**config.mk**
```make
export PLATFORM = sky130hd
export DESIGN_NAME = assoc_reconfig_ctrl
export DESIGN_NICKNAME = d
export VERILOG_FILES = /design/src/rtl/assoc_reconfig_ctrl.sv
export SDC_FILE = /design/constraint.sdc
export NUM_CORES = 1
export LEC_CHECK = 0
export ABC_AREA = 1
export CAP_MARGIN = 30
export CORE_UTILIZATION = 25
export CTS_BUF_LIST = sky130_fd_sc_hd__clkbuf_16
export CTS_CLUSTER_SIZE = 25
export DETAILED_ROUTE_END_ITERATION = 6
export GPL_ROUTABILITY_DRIVEN = 1
export HOLD_SLACK_MARGIN = 0.06
export SYNTH_ARGS = -nofsm -noshare
export SYNTH_HDL_FRONTEND = slang
export SYNTH_SLANG_ARGS = --single-unit
```
**constraint.sdc**
```tcl
create_clock -name clk -period 2.3 [get_ports clk]
set_clock_uncertainty 0.2 [all_clocks]
set_input_delay 0.46 -clock clk [delete_from_list [all_inputs] [get_ports clk]]
set_output_delay 0.46 -clock clk [all_outputs]
set_load 0.01 [all_outputs]
```
**src/rtl/assoc_reconfig_ctrl.sv**
```systemverilog
// Services associativity-change requests from the predictor: stalls the cache,
// sweeps every line (writeback + invalidate), then commits setup +/- 1 and
// acknowledges. Illegal requests are acknowledged without touching the cache.
//
// Ports:
//   clk, rst_n      clock (rising edge), asynchronous active-low reset
//   setup_valid     request from predictor, held until setup_ready
//   setup_update    0 = upscale (setup+1), 1 = downscale (setup-1)
//   setup           live cache configuration
//   setup_ready     one-cycle acknowledge
//   cache_idle      cache has no outstanding transaction
//   cache_hold      cache must not accept new CPU requests
//   flush_valid     line flush request
//   flush_set/way   line being flushed
//   flush_ready     cache completed flush of the presented line
//   reconfig_cnt    committed changes, saturating
module assoc_reconfig_ctrl #(
    parameter int unsigned SET_SIZE    = 16,
    parameter int unsigned WAYS        = 4,
    parameter int unsigned SETUP_MAX   = 3,
    parameter int unsigned SETUP_RESET = 0
) (
    input  logic                        clk,
    input  logic                        rst_n,
    input  logic                        setup_valid,
    input  logic                        setup_update,
    output logic [1:0]                  setup,
    output logic                        setup_ready,
    input  logic                        cache_idle,
    output logic                        cache_hold,
    output logic                        flush_valid,
    output logic [$clog2(SET_SIZE)-1:0] flush_set,
    output logic [$clog2(WAYS)-1:0]     flush_way,
    input  logic                        flush_ready,
    output logic [15:0]                 reconfig_cnt
);

    localparam int unsigned SETUP_W = 2;
    localparam int unsigned SET_W   = $clog2(SET_SIZE);
    localparam int unsigned WAY_W   = $clog2(WAYS);
    localparam int unsigned LINE_W  = SET_W + WAY_W;
    localparam int unsigned CNT_W   = 16;

    localparam logic [LINE_W-1:0]  LINE_LAST  = LINE_W'(SET_SIZE * WAYS - 1);
    localparam logic [SETUP_W-1:0] SETUP_TOP  = SETUP_W'(SETUP_MAX);
    localparam logic [SETUP_W-1:0] SETUP_INIT = SETUP_W'(SETUP_RESET);

    typedef enum logic [2:0] {
        S_IDLE,
        S_DRAIN,
        S_FLUSH,
        S_COMMIT,
        S_REJECT,
        S_GUARD
    } state_t;

    state_t              state_q, state_d;
    logic                dir_q, dir_d;
    logic [LINE_W-1:0]   line_q, line_d;
    logic [SETUP_W-1:0]  setup_d;
    logic [CNT_W-1:0]    cnt_d;
    logic                ready_d, hold_d, fvalid_d;
    logic                legal_c;

    // Line counter: way in the low field so consecutive flushes walk the ways of a set
    assign flush_way = line_q[WAY_W-1:0];
    assign flush_set = line_q[LINE_W-1:WAY_W];

    assign legal_c = (!setup_update && (setup < SETUP_TOP)) ||
                     ( setup_update && (setup != '0));

    // Next state, datapath updates and Moore outputs decoded from the next state
    always_comb begin
        state_d = state_q;
        dir_d   = dir_q;
        line_d  = line_q;
        setup_d = setup;
        cnt_d   = reconfig_cnt;

        case (state_q)
            S_IDLE: begin
                if (setup_valid) begin
                    if (legal_c) begin
                        dir_d   = setup_update;
                        state_d = S_DRAIN;
                    end else begin
                        state_d = S_REJECT;
                    end
                end
            end
            S_DRAIN: begin
                if (cache_idle) begin
                    line_d  = '0;
                    state_d = S_FLUSH;
                end
            end
            S_FLUSH: begin
                if (flush_ready) begin
                    if (line_q == LINE_LAST) begin
                        // Commit on the final-flush edge so setup and count are
                        // both visible in the acknowledge cycle
                        line_d  = '0;
                        setup_d = dir_q ? setup - SETUP_W'(1) : setup + SETUP_W'(1);
                        cnt_d   = (reconfig_cnt == '1) ? reconfig_cnt
                                                       : reconfig_cnt + CNT_W'(1);
                        state_d = S_COMMIT;
                    end else begin
                        line_d = line_q + LINE_W'(1);
                    end
                end
            end
            S_COMMIT: state_d = S_GUARD;
            S_REJECT: state_d = S_GUARD;
            S_GUARD:  state_d = S_IDLE;
            default:  state_d = S_IDLE;
        endcase

        hold_d   = (state_d == S_DRAIN) || (state_d == S_FLUSH) || (state_d == S_COMMIT);
        fvalid_d = (state_d == S_FLUSH);
        ready_d  = (state_d == S_COMMIT) || (state_d == S_REJECT);
    end

    // State and registered outputs
    always_ff @(posedge clk or negedge rst_n) begin
        if (!rst_n) begin
            state_q      <= S_IDLE;
            dir_q        <= 1'b0;
            line_q       <= '0;
            setup        <= SETUP_INIT;
            reconfig_cnt <= '0;
            setup_ready  <= 1'b0;
            cache_hold   <= 1'b0;
            flush_valid  <= 1'b0;
        end else begin
            state_q      <= state_d;
            dir_q        <= dir_d;
            line_q       <= line_d;
            setup        <= setup_d;
            reconfig_cnt <= cnt_d;
            setup_ready  <= ready_d;
            cache_hold   <= hold_d;
            flush_valid  <= fvalid_d;
        end
    end

endmodule

```
==> run_summary.xml, run 1 <==
<?xml version="1.0" encoding="UTF-8"?>
<metrics>
  <group name="yosys">
    <metric name="post_synth_num_cell_types" unit="">21</metric>
    <metric name="synth_area_per_cell" unit="um^2">7.194</metric>
    <metric name="yosysWarnings" unit="">0</metric>
    <metric name="synth_fp_nets" unit="">256</metric>
    <metric name="fraction_of_the_yosys_area_taken_by_sequential_cells" unit="%">43.48</metric>
    <metric name="synth.ff_latch_count" unit="">31</metric>
    <metric name="synthesis.area" unit="um^2">1784</metric>
    <metric name="netlist_instances" unit="">248</metric>
  </group>
  <group name="clock_tree">
    <metric name="post-cts-setup-buffer-count" unit="">0</metric>
    <metric name="clock_pin_slew_worst_setup_and_hold_paths" unit="ns">0.05</metric>
    <metric name="clock-root-buffer" unit="">clkbuf_16</metric>
    <metric name="clock_sinks" unit="">31</metric>
    <metric name="postCtsHoldBufs" unit="">0</metric>
    <metric name="clock_tree_from_tritoncts" unit="">yes</metric>
    <metric name="ctsHtreeMaxLevel" unit="">2</metric>
    <metric name="ctsResizeCount" unit="">0</metric>
    <metric name="clkLatencyLatePin" unit="ns">0.27</metric>
    <metric name="clock_path_buffers" unit="">2</metric>
    <metric name="tritoncts_buffer_count" unit="">5</metric>
  </group>
  <group name="worst_setup_path">
    <metric name="stages_on_the_worst_setup_path" unit="">1</metric>
    <metric name="regToRegEndpoint" unit="">reconfig_cnt[12]$_DFFE_PN0P_</metric>
    <metric name="timing.critical_path.from" unit="">reconfig_cnt[0]$_DFFE_PN0P_</metric>
    <metric name="worst-endpoint-arrival" unit="ns">1.34</metric>
    <metric name="worstSetupEndpoint" unit="">reconfig_cnt[0]</metric>
    <metric name="worst_setup_path_start_kind" unit="">flop</metric>
    <metric name="timing_worst_setup_path_type" unit="">reg -&gt; out</metric>
    <metric name="slowest_delay" unit="ns">0.59</metric>
    <metric name="worst-r2r-setup-slack" unit="ns">0.40</metric>
    <metric name="rr_worst_depth" unit="">8</metric>
    <metric name="worst_r2r_startpoint" unit="">reconfig_cnt[0]$_DFFE_PN0P_</metric>
    <metric name="cpLargestDelayFamily" unit="">buffers and inverters</metric>
    <metric name="crit_required" unit="ns">1.64</metric>
    <metric name="cp_cell_sequence" unit="">clkdlybuf4s50_1</metric>
    <metric name="crit_path_capture_type" unit="">output pin</metric>
    <metric name="crit_fanout" unit="">7</metric>
    <metric name="cp_num_buf_inv" unit="">1</metric>
    <metric name="worst_path_max_delay_cell" unit="">clkdlybuf4s50_1</metric>
  </group>
  <group name="global_routing">
    <metric name="globalRouteTotalUtil" unit="%">12.16</metric>
    <metric name="global_route_wire_length_before_repair" unit="um">7127</metric>
    <metric name="grt.overflow.total" unit="">0</metric>
    <metric name="antenna_found_initial" unit="">0</metric>
    <metric name="number_of_global_route_vias_before_repair" unit="">1571</metric>
    <metric name="grt_max_degree" unit="">32</metric>
  </group>
  <group name="status">
    <metric name="status" unit="">finished clean</metric>
  </group>
  <group name="placement">
    <metric name="io_buffers" unit="">32</metric>
    <metric name="dpl.hpwl" unit="um">3068</metric>
    <metric name="globalplace.congestion" unit="">0.7985</metric>
  </group>
  <group name="finish">
    <metric name="core_occupancy_in_the_finished_layout" unit="%">34.91</metric>
    <metric name="final_common_cell" unit="">nand2_1</metric>
    <metric name="final_nets" unit="">295</metric>
    <metric name="insertedDiodeCount" unit="">0</metric>
    <metric name="layout-drive-gt1-share" unit="%">7.292</metric>
    <metric name="layout-area-overhead-vs-synth" unit="%">33.66</metric>
    <metric name="most-common-layout-cells" unit="">nand2_1 (95), clkdlybuf4s50_1 (32), dfrtp_1 (31), nor2_1 (28), inv_1 (25)</metric>
  </group>
  <group name="routing">
    <metric name="totalWireLength" unit="um">4113</metric>
    <metric name="detail-route-antenna-nets" unit="">0</metric>
    <metric name="drtPass1Iterations" unit="">4</metric>
    <metric name="routed_via_density" unit="">4.279</metric>
    <metric name="initialDrtViolationCount" unit="">52</metric>
    <metric name="detail_route.wl_per_cell" unit="um">10.71</metric>
    <metric name="via_count" unit="">1643</metric>
    <metric name="post-route-drc-count" unit="">0</metric>
  </group>
  <group name="floorplan">
    <metric name="effective_utilization_at_floorplan" unit="%">26.12</metric>
    <metric name="fp.coreArea" unit="um^2">6832</metric>
    <metric name="fp.dieArea" unit="um^2">7479</metric>
    <metric name="dieHeight" unit="um">86.48</metric>
    <metric name="width_of_the_die" unit="um">86.48</metric>
    <metric name="pin_count" unit="">33</metric>
    <metric name="std_cell_rows" unit="">30</metric>
  </group>
  <group name="power">
    <metric name="leakagePower" unit="uW">0.001107</metric>
    <metric name="ir_drop" unit="V">0.0003835</metric>
    <metric name="pwr_density_cell" unit="nW/um^2">713.8</metric>
  </group>
  <group name="sta">
    <metric name="timing_max_transition_violations_final" unit="">0</metric>
    <metric name="post-route-period-util" unit="%">86.90</metric>
    <metric name="tns" unit="ns">0</metric>
    <metric name="grt_setup_unrepaired" unit="">no</metric>
    <metric name="final_hold_viol_count" unit="">0</metric>
    <metric name="maxClockFrequency" unit="GHz">0.5003</metric>
    <metric name="tightest_slew" unit="ns">0.4122</metric>
    <metric name="finalSetupViolations" unit="">0</metric>
    <metric name="finalCriticalPeriod" unit="ns">1.999</metric>
    <metric name="slew_headroom" unit="%">72.43</metric>
  </group>
  <group name="worst_hold_path">
    <metric name="worst_min_delay_path_class" unit="">reg -&gt; reg</metric>
    <metric name="min_delay_path_depth" unit="">2</metric>
  </group>
  <group name="job">
    <metric name="drv.max_cap_violation_count" unit="">0</metric>
  </group>
</metrics>
## metrics by stage
| stage | cells | area [um^2] | worst slack (ns) | hold slack [ns] | total power, uW |
|---|---|---|---|---|---|
| after CTS | 384 | 2385 | 0.2878 | 0.3325 | 1728 |
| after detailed placement | 376 | 2221 | 0.3149 | 0.3215 | 980.6 |
| final | 384 | 2385 | 0.3013 | 0.3267 | 1702 |
| after global placement | 376 | 2221 | 0.3775 | 0.3036 | 976.1 |
| after floorplan | 248 | 1784 | 0.5450 | -0.03559 | 850.6 |
| after global routing | 384 | 2385 | 0.2237 | 0.3590 | 1798 |
## kinds of logic after synthesis
family                   synth area share, %
XOR/XNOR                               5.400
flip-flops                             43.48
adder cells (fa/ha/maj)                1.402
AO/OA/AOI/OAI                          4.628
AND/OR/NAND/NOR                        38.78
buffers and inverters                  6.311
## routing by layer
metal	global-route usage [%]	routed length, um	vias to the layer above
met5	0	0	-
met4	3.333	44	0
met3	3.333	197	5
met2	20.85	1903	27
met1	15.01	1967	752
li1	-	-	859
## power breakdown
part	internal (uW)	switching, uW	total (uW)
clock network	504	231	735
registers	607	46.2	653
logic	130	184	314
## Yosys cell counts
master	instances	area [um^2]
nand2_4	1	11.26
inv_1	25	93.84
o211ai_1	1	7.510
nand3_1	17	85.08
nand2_2	3	18.77
nor2_2	5	31.28
buf_6	1	11.26
nand2_1	95	356.6
nor3_1	1	5.000
nor3_4	1	16.27
inv_2	2	7.510
nor2_1	28	105.1
ha_1	2	25.02
o21ai_0	13	65.06
xor2_1	6	52.55
nand4_1	7	43.79
xnor2_1	5	43.79
dfrtp_1	31	775.7
a21oi_1	2	10.01
nor2_4	1	11.26
nand3b_1	1	7.510
## how the worst min path moves through the flow
stage | from | endpoint
after global routing | dir_q$_DFFE_PN0P_ | dir_q$_DFFE_PN0P_
final | dir_q$_DFFE_PN0P_ | dir_q$_DFFE_PN0P_
after floorplan | rst_n | cache_hold$_DFF_PN0_
after CTS | dir_q$_DFFE_PN0P_ | dir_q$_DFFE_PN0P_
after global placement | dir_q$_DFFE_PN0P_ | dir_q$_DFFE_PN0P_
after detailed placement | line_q[1]$_DFFE_PN0P_ | line_q[1]$_DFFE_PN0P_
## flip-flops by register name (all words and copies together), names as in the netlist
signal / count
dir_q: 1
setup: 2
line_q: 6
state_q: 3
flush_valid: 1
reconfig_cnt: 16
setup_ready: 1
cache_hold: 1
## layout make-up
class                   count  area [um^2]
fillers                   735         4447
multi-input cells         189        895.9
flip-flops and latches     31        775.7
repair buffers             33        327.8
clock buffers               5        125.1
well taps                  96        120.1
inverters                  27        101.3
clock inverters             3        38.79
No activity file was read; power rests on OpenSTA's default activity.
==> inputs of run 2 (changes only) <==
- CORE_MARGIN: unset -> 4
- GPL_TIMING_DRIVEN: unset -> 0
==> run 2 against run 1 <==
Effect of this change: utilization is 0.61 points lower; non-clock buffer count stayed put; first-iteration DRC count is 5.8% lower; critical path depth stayed put; total power is 7.1% lower; flip-flop and latch count stayed put; fmax is 2.0% higher; sequential share of layout area is 0.40 points higher; critical path type unchanged; critical endpoint is now reconfig_cnt[3].
==> run_summary.xml, run 2 (same netlist as run 1, synthesis figures left out) <==
<?xml version="1.0" encoding="UTF-8"?>
<metrics>
  <group name="floorplan">
    <metric name="fp.coreArea" unit="um^2">6869</metric>
    <metric name="effective_utilization_at_floorplan" unit="%">25.97</metric>
    <metric name="pin_count" unit="">33</metric>
    <metric name="fp.dieArea" unit="um^2">8553</metric>
    <metric name="width_of_the_die" unit="um">92.48</metric>
    <metric name="std_cell_rows" unit="">30</metric>
    <metric name="dieHeight" unit="um">92.48</metric>
  </group>
  <group name="power">
    <metric name="leakagePower" unit="uW">0.001097</metric>
    <metric name="p_total" unit="uW">1581</metric>
    <metric name="ir_drop" unit="V">0.0003537</metric>
    <metric name="pwr_density_cell" unit="nW/um^2">671.1</metric>
  </group>
  <group name="finish">
    <metric name="insertedDiodeCount" unit="">0</metric>
    <metric name="layout-area-overhead-vs-synth" unit="%">32.05</metric>
    <metric name="final_common_cell" unit="">nand2_1</metric>
    <metric name="max_ffs_per_register" unit="">16</metric>
    <metric name="top_register" unit="">reconfig_cnt</metric>
    <metric name="largestRegisters" unit="">reconfig_cnt x16, line_q x6, state_q x3</metric>
    <metric name="layout.filler_cells" unit="">727</metric>
    <metric name="most-common-layout-cells" unit="">nand2_1 (95), dfrtp_1 (31), clkdlybuf4s50_1 (31), nor2_1 (28), inv_1 (26)</metric>
    <metric name="final_nets" unit="">295</metric>
    <metric name="layout-drive-gt1-share" unit="%">6.944</metric>
  </group>
  <group name="placement">
    <metric name="pre_cts_ws" unit="ns">0.2448</metric>
    <metric name="io_buffers" unit="">32</metric>
    <metric name="globalplace.congestion" unit="">0.7921</metric>
    <metric name="dpl.hpwl" unit="um">3094</metric>
  </group>
  <group name="sta">
    <metric name="timing_max_transition_violations_final" unit="">0</metric>
    <metric name="finalSetupViolations" unit="">0</metric>
    <metric name="maxClockFrequency" unit="GHz">0.5104</metric>
    <metric name="fin_ws" unit="ns">0.3408</metric>
    <metric name="final_hold_viol_count" unit="">0</metric>
    <metric name="post-route-period-util" unit="%">85.18</metric>
    <metric name="grt_setup_unrepaired" unit="">no</metric>
    <metric name="slew_headroom" unit="%">51.40</metric>
    <metric name="finalCriticalPeriod" unit="ns">1.959</metric>
    <metric name="tightest_slew" unit="ns">0.7290</metric>
  </group>
  <group name="worst_setup_path">
    <metric name="timing_worst_setup_path_type" unit="">reg -&gt; out</metric>
    <metric name="worst_path_max_delay_cell" unit="">clkdlybuf4s50_1</metric>
    <metric name="worst-r2r-setup-slack" unit="ns">0.43</metric>
    <metric name="crit_fanout" unit="">6</metric>
    <metric name="slowest_delay" unit="ns">0.58</metric>
    <metric name="rr_worst_depth" unit="">10</metric>
    <metric name="crit_required" unit="ns">1.64</metric>
    <metric name="cpLargestDelayFamily" unit="">buffers and inverters</metric>
    <metric name="crit_path_capture_type" unit="">output pin</metric>
    <metric name="worst-endpoint-arrival" unit="ns">1.30</metric>
    <metric name="regToRegEndpoint" unit="">reconfig_cnt[15]$_DFFE_PN0P_</metric>
    <metric name="cp_cell_sequence" unit="">clkdlybuf4s50_1</metric>
    <metric name="worst_setup_path_start_kind" unit="">flop</metric>
    <metric name="worst_r2r_startpoint" unit="">reconfig_cnt[0]$_DFFE_PN0P_</metric>
    <metric name="cp_num_buf_inv" unit="">1</metric>
  </group>
  <group name="clock_tree">
    <metric name="clock_sinks" unit="">31</metric>
    <metric name="postCtsHoldBufs" unit="">0</metric>
    <metric name="clock_path_buffers" unit="">2</metric>
    <metric name="tritoncts_buffer_count" unit="">5</metric>
    <metric name="clock-root-buffer" unit="">clkbuf_16</metric>
    <metric name="ctsHtreeMaxLevel" unit="">2</metric>
    <metric name="post-cts-setup-buffer-count" unit="">0</metric>
    <metric name="ctsResizeCount" unit="">0</metric>
    <metric name="clock_pin_slew_worst_setup_and_hold_paths" unit="ns">0.05</metric>
    <metric name="clkLatencyLatePin" unit="ns">0.27</metric>
    <metric name="clock_tree_from_tritoncts" unit="">yes</metric>
  </group>
  <group name="routing">
    <metric name="met3_wirelength" unit="um">165</metric>
    <metric name="totalWireLength" unit="um">4098</metric>
    <metric name="topRoutingLayerUsed" unit="">met4</metric>
    <metric name="detail-route-antenna-nets" unit="">0</metric>
    <metric name="drtPass1Iterations" unit="">4</metric>
    <metric name="routed_via_density" unit="">4.237</metric>
    <metric name="met1_length" unit="um">1942</metric>
    <metric name="initialDrtViolationCount" unit="">49</metric>
    <metric name="detail_route.wl_per_cell" unit="um">10.67</metric>
    <metric name="via_count" unit="">1627</metric>
    <metric name="met2_layer_wire_length_in_the_routed_design" unit="um">1929</metric>
    <metric name="post-route-drc-count" unit="">0</metric>
  </group>
  <group name="global_routing">
    <metric name="global_route_wire_length_before_repair" unit="um">7500</metric>
    <metric name="grt_max_degree" unit="">32</metric>
    <metric name="globalRouteTotalUtil" unit="%">11.05</metric>
    <metric name="number_of_global_route_vias_before_repair" unit="">1662</metric>
    <metric name="antenna_found_initial" unit="">0</metric>
    <metric name="grt.overflow.total" unit="">0</metric>
  </group>
  <group name="job">
    <metric name="drv.max_cap_violation_count" unit="">0</metric>
  </group>
  <group name="worst_hold_path">
    <metric name="worst_min_delay_path_class" unit="">in -&gt; async</metric>
  </group>
  <group name="status">
    <metric name="status" unit="">finished clean</metric>
  </group>
</metrics>
[run 2: changes by cell type in the layout (fill, tap and decap cells not counted)]
cell,before,now
buf_2,0,1
buf_4,1,0
buf_6,0,1
bufinv_16,1,0
clkdlybuf4s50_1,32,31
clkinv_1,1,2
clkinv_2,1,0
inv_1,25,26
[run 2: through the flow]
step	hold slack [ns]	util, %	cells	setup TNS [ns]	cell area (um^2)
5_1_grt	0.1080	34.30	384	0	2356
2_1_floorplan	-0.03559	-	248	0	1784
3_3_place_gp	0.3063	32.39	376	-3.734	2225
6_report	0.04637	34.30	384	0	2356
3_5_place_dp	0.3209	32.31	376	0	2220
4_1_cts	0.07484	34.30	384	0	2356
[run 2: layer usage]
layer / up-vias / global-route usage (%)
li1: 858 / -
met1: 738 / 13.75
met4: 0 / 5.446
met3: 4 / 2.762
met5: - / 0
met2: 27 / 17.76
[run 2: how the worst max path moves through the flow]
stage,from,end,slack (ns),cells after the start
detailed placement,flush_ready,flush_valid$_DFF_PN0_,0.24,6
floorplan,reconfig_cnt[0]$_DFFE_PN0P_,reconfig_cnt[9]$_DFFE_PN0P_,0.55,10
global route,reconfig_cnt[0]$_DFFE_PN0P_,reconfig_cnt[12]$_DFFE_PN0P_,0.22,8
finish,reconfig_cnt[3]$_DFFE_PN0P_,reconfig_cnt[3],0.34,1
CTS,reconfig_cnt[2]$_DFFE_PN0P_,reconfig_cnt[2],0.31,1
global placement,rst_n,line_q[0]$_DFFE_PN0P_,-0.12,1
[run 2: layout make-up]
class                      count  area [um^2]  share of cell area [%]
buffer                         1        11.26                  0.4780
clock buffer                   5        125.1                   5.311
sequential                    31        775.7                   32.93
timing repair buffer          32        315.3                   13.38
inverter                      27        101.3                   4.302
clock inverter                 3        11.26                  0.4780
tap                           96        120.1                   5.098
multi-input combinational    189        895.9                   38.02
[run 2: report_power, final]
part / internal [uW] / switching [uW]
Clock: 389 / 228
Combinational: 128 / 183
Sequential: 607 / 47.2
==> variant (config.mk and constraints of run 1) <==
Encoding of `state_t`: now one-hot (6 bits for 6 states).
--- a/src/rtl/assoc_reconfig_ctrl.sv
+++ b/src/rtl/assoc_reconfig_ctrl.sv
@@ -47,9 +47,9 @@
 
-    typedef enum logic [2:0] {
-        S_IDLE,
-        S_DRAIN,
-        S_FLUSH,
-        S_COMMIT,
-        S_REJECT,
-        S_GUARD
+    typedef enum logic [5:0] {
+        S_IDLE   = 6'b000001,
+        S_DRAIN  = 6'b000010,
+        S_FLUSH  = 6'b000100,
+        S_COMMIT = 6'b001000,
+        S_REJECT = 6'b010000,
+        S_GUARD  = 6'b100000
     } state_t;
Behaviour: no difference found for any inputs over 10 cycles, from zero or initial values and one cycle with rst_n low; not proved beyond that.
==> variant against run 1 <==
Wire length grew 12%; synthesized cell count rose by 6.0%; critical endpoint is now reconfig_cnt[2]; via count rose by 7.2%; final cell count grew 5.5%; worst setup slack improved by 0.012 ns; sequential cell count up 3; worst hold slack better by 0.012 ns; critical path depth is the same; utilization shrank 1.3 points; cell area is 10% higher; area after synthesis up 16%; highest routed layer unchanged; first-iteration DRC count up 56%; critical path type unchanged; power rose by 5.8%.
==> variant: results (changes against run 1) <==
\begin{tabular}{lr}
\hline
Metric & Value \\
\hline
\multicolumn{2}{l}{\textbf{Cells and area}} \\
\quad Largest registers & reconfig\_cnt (16), line\_q (6), state\_q (6) (was reconfig\_cnt (16), line\_q (6), state\_q (3)) \\
\quad Fraction of layout cells with a size suffix above 1 & 0.1782 (was 0.07292) \\
\multicolumn{2}{l}{\textbf{Timing}} \\
\quad Hold Slack & 0.3390 ns (was 0.3267 ns) \\
\quad Tightest slew margin relative to the limit & 0.6860 (was 0.7243) \\
\multicolumn{2}{l}{\textbf{Synthesis}} \\
\quad Total nets after synthesis & 271 (was 256) \\
\quad Leading cell types by total area after synthesis & dfrtp\_1 40\%, nand2\_1 13\%, nand2\_2 6.7\% (was dfrtp\_1 43\%, nand2\_1 20\%, nor2\_1 5.9\%) \\
\quad Sequential element share of the synthesized area & 0.4127 (was 0.4348) \\
\quad Number of distinct library cell variants in the gate-level netlist after synthesis & 30 (was 21) \\
\quad Xor/xnor share of the synthesized area & 0.04667 (was 0.05400) \\
\quad Most used standard cells in the synthesized netlist & 74 x nand2\_1, 33 x dfrtp\_1, 28 x nor2\_1 (was 95 x nand2\_1, 31 x dfrtp\_1, 28 x nor2\_1) \\
\multicolumn{2}{l}{\textbf{Outcome}} \\
\quad Result of the run & finished clean (unchanged) \\
\multicolumn{2}{l}{\textbf{Routing}} \\
\quad Starting DRC count in detailed routing & 81 (was 52) \\
\quad Met3 layer wire length in the routed design & 232 µm (was 197 µm) \\
\quad Met1 Routed Length & 2142 µm (was 1967 µm) \\
\quad Via/cell ratio & 4.351 (was 4.279) \\
\multicolumn{2}{l}{\textbf{Min path}} \\
\quad WHS Endpoint & reconfig\_cnt[1] (was dir\_q) \\
\quad Worst hold path startpoint & reconfig\_cnt[1] (was dir\_q) \\
\multicolumn{2}{l}{\textbf{Power and ir drop}} \\
\quad Switching pwr & 539.5 µW (was 461.6 µW) \\
\quad Clk pwr share & 0.351 (was 0.432) \\
\quad Part of the total power dissipated in sequential elements & 0.416 (was 0.384) \\
\multicolumn{2}{l}{\textbf{GRT}} \\
\quad GR Util met3 & 0.03120 (was 0.03333) \\
\quad Routing usage on met2 & 0.1949 (was 0.2085) \\
\quad Met1 usage in global routing & 0.1455 (was 0.1501) \\
\quad Via count of the first global-routing pass & 1697 (was 1571) \\
\quad First-pass GRT wire length & 7962 µm (was 7127 µm) \\
\multicolumn{2}{l}{\textbf{Worst setup path}} \\
\quad Reg-to-Reg Start & line\_q[0] (was reconfig\_cnt[0]) \\
\quad Worst reg2reg setup slack & 0.35 ns (was 0.40 ns) \\
\quad Depth of the worst register-to-register path & 9 (was 8) \\
\multicolumn{2}{l}{\textbf{Placed design}} \\
\quad HPWL after DPL & 3320 µm (was 3068 µm) \\
\quad Placed instance count & 397 (was 376) \\
\hline
\end{tabular}
[variant: changes by cell type after synthesis, sizes merged, moves of 2 or more]
cell   change
dfrtp      +2
nand3      +5
nor2       +3
nand4      +3
[variant: per-stage QoR]
step	cell area [µm²]	total power, µW	worst slack, ns
after global placement	2496	1173	0.3430
final	2634	1802	0.3137
after floorplan	2064	1006	0.5337
after detailed placement	2496	1182	0.2906
after global routing	2634	1906	0.1437
after CTS	2634	1829	0.3020
[variant: area by class of cell]
class	instances	area (µm²)	area share
Tap cell	102	127.6	0.04846
Multi-Input combinational cell	199	1074	0.4076
Inverter	28	107.6	0.04085
Clock buffer	5	125.1	0.04751
Clock inverter	3	12.51	0.004751
Timing Repair Buffer	34	335.3	0.1273
Sequential cell	34	852.1	0.3235
[variant: worst min-delay path, delay by kind of cell (launching register included)]
kind / cells / cell delay [ns]
and+or+nand+nor: 2 / 0.12
DFF: 1 / 0.39
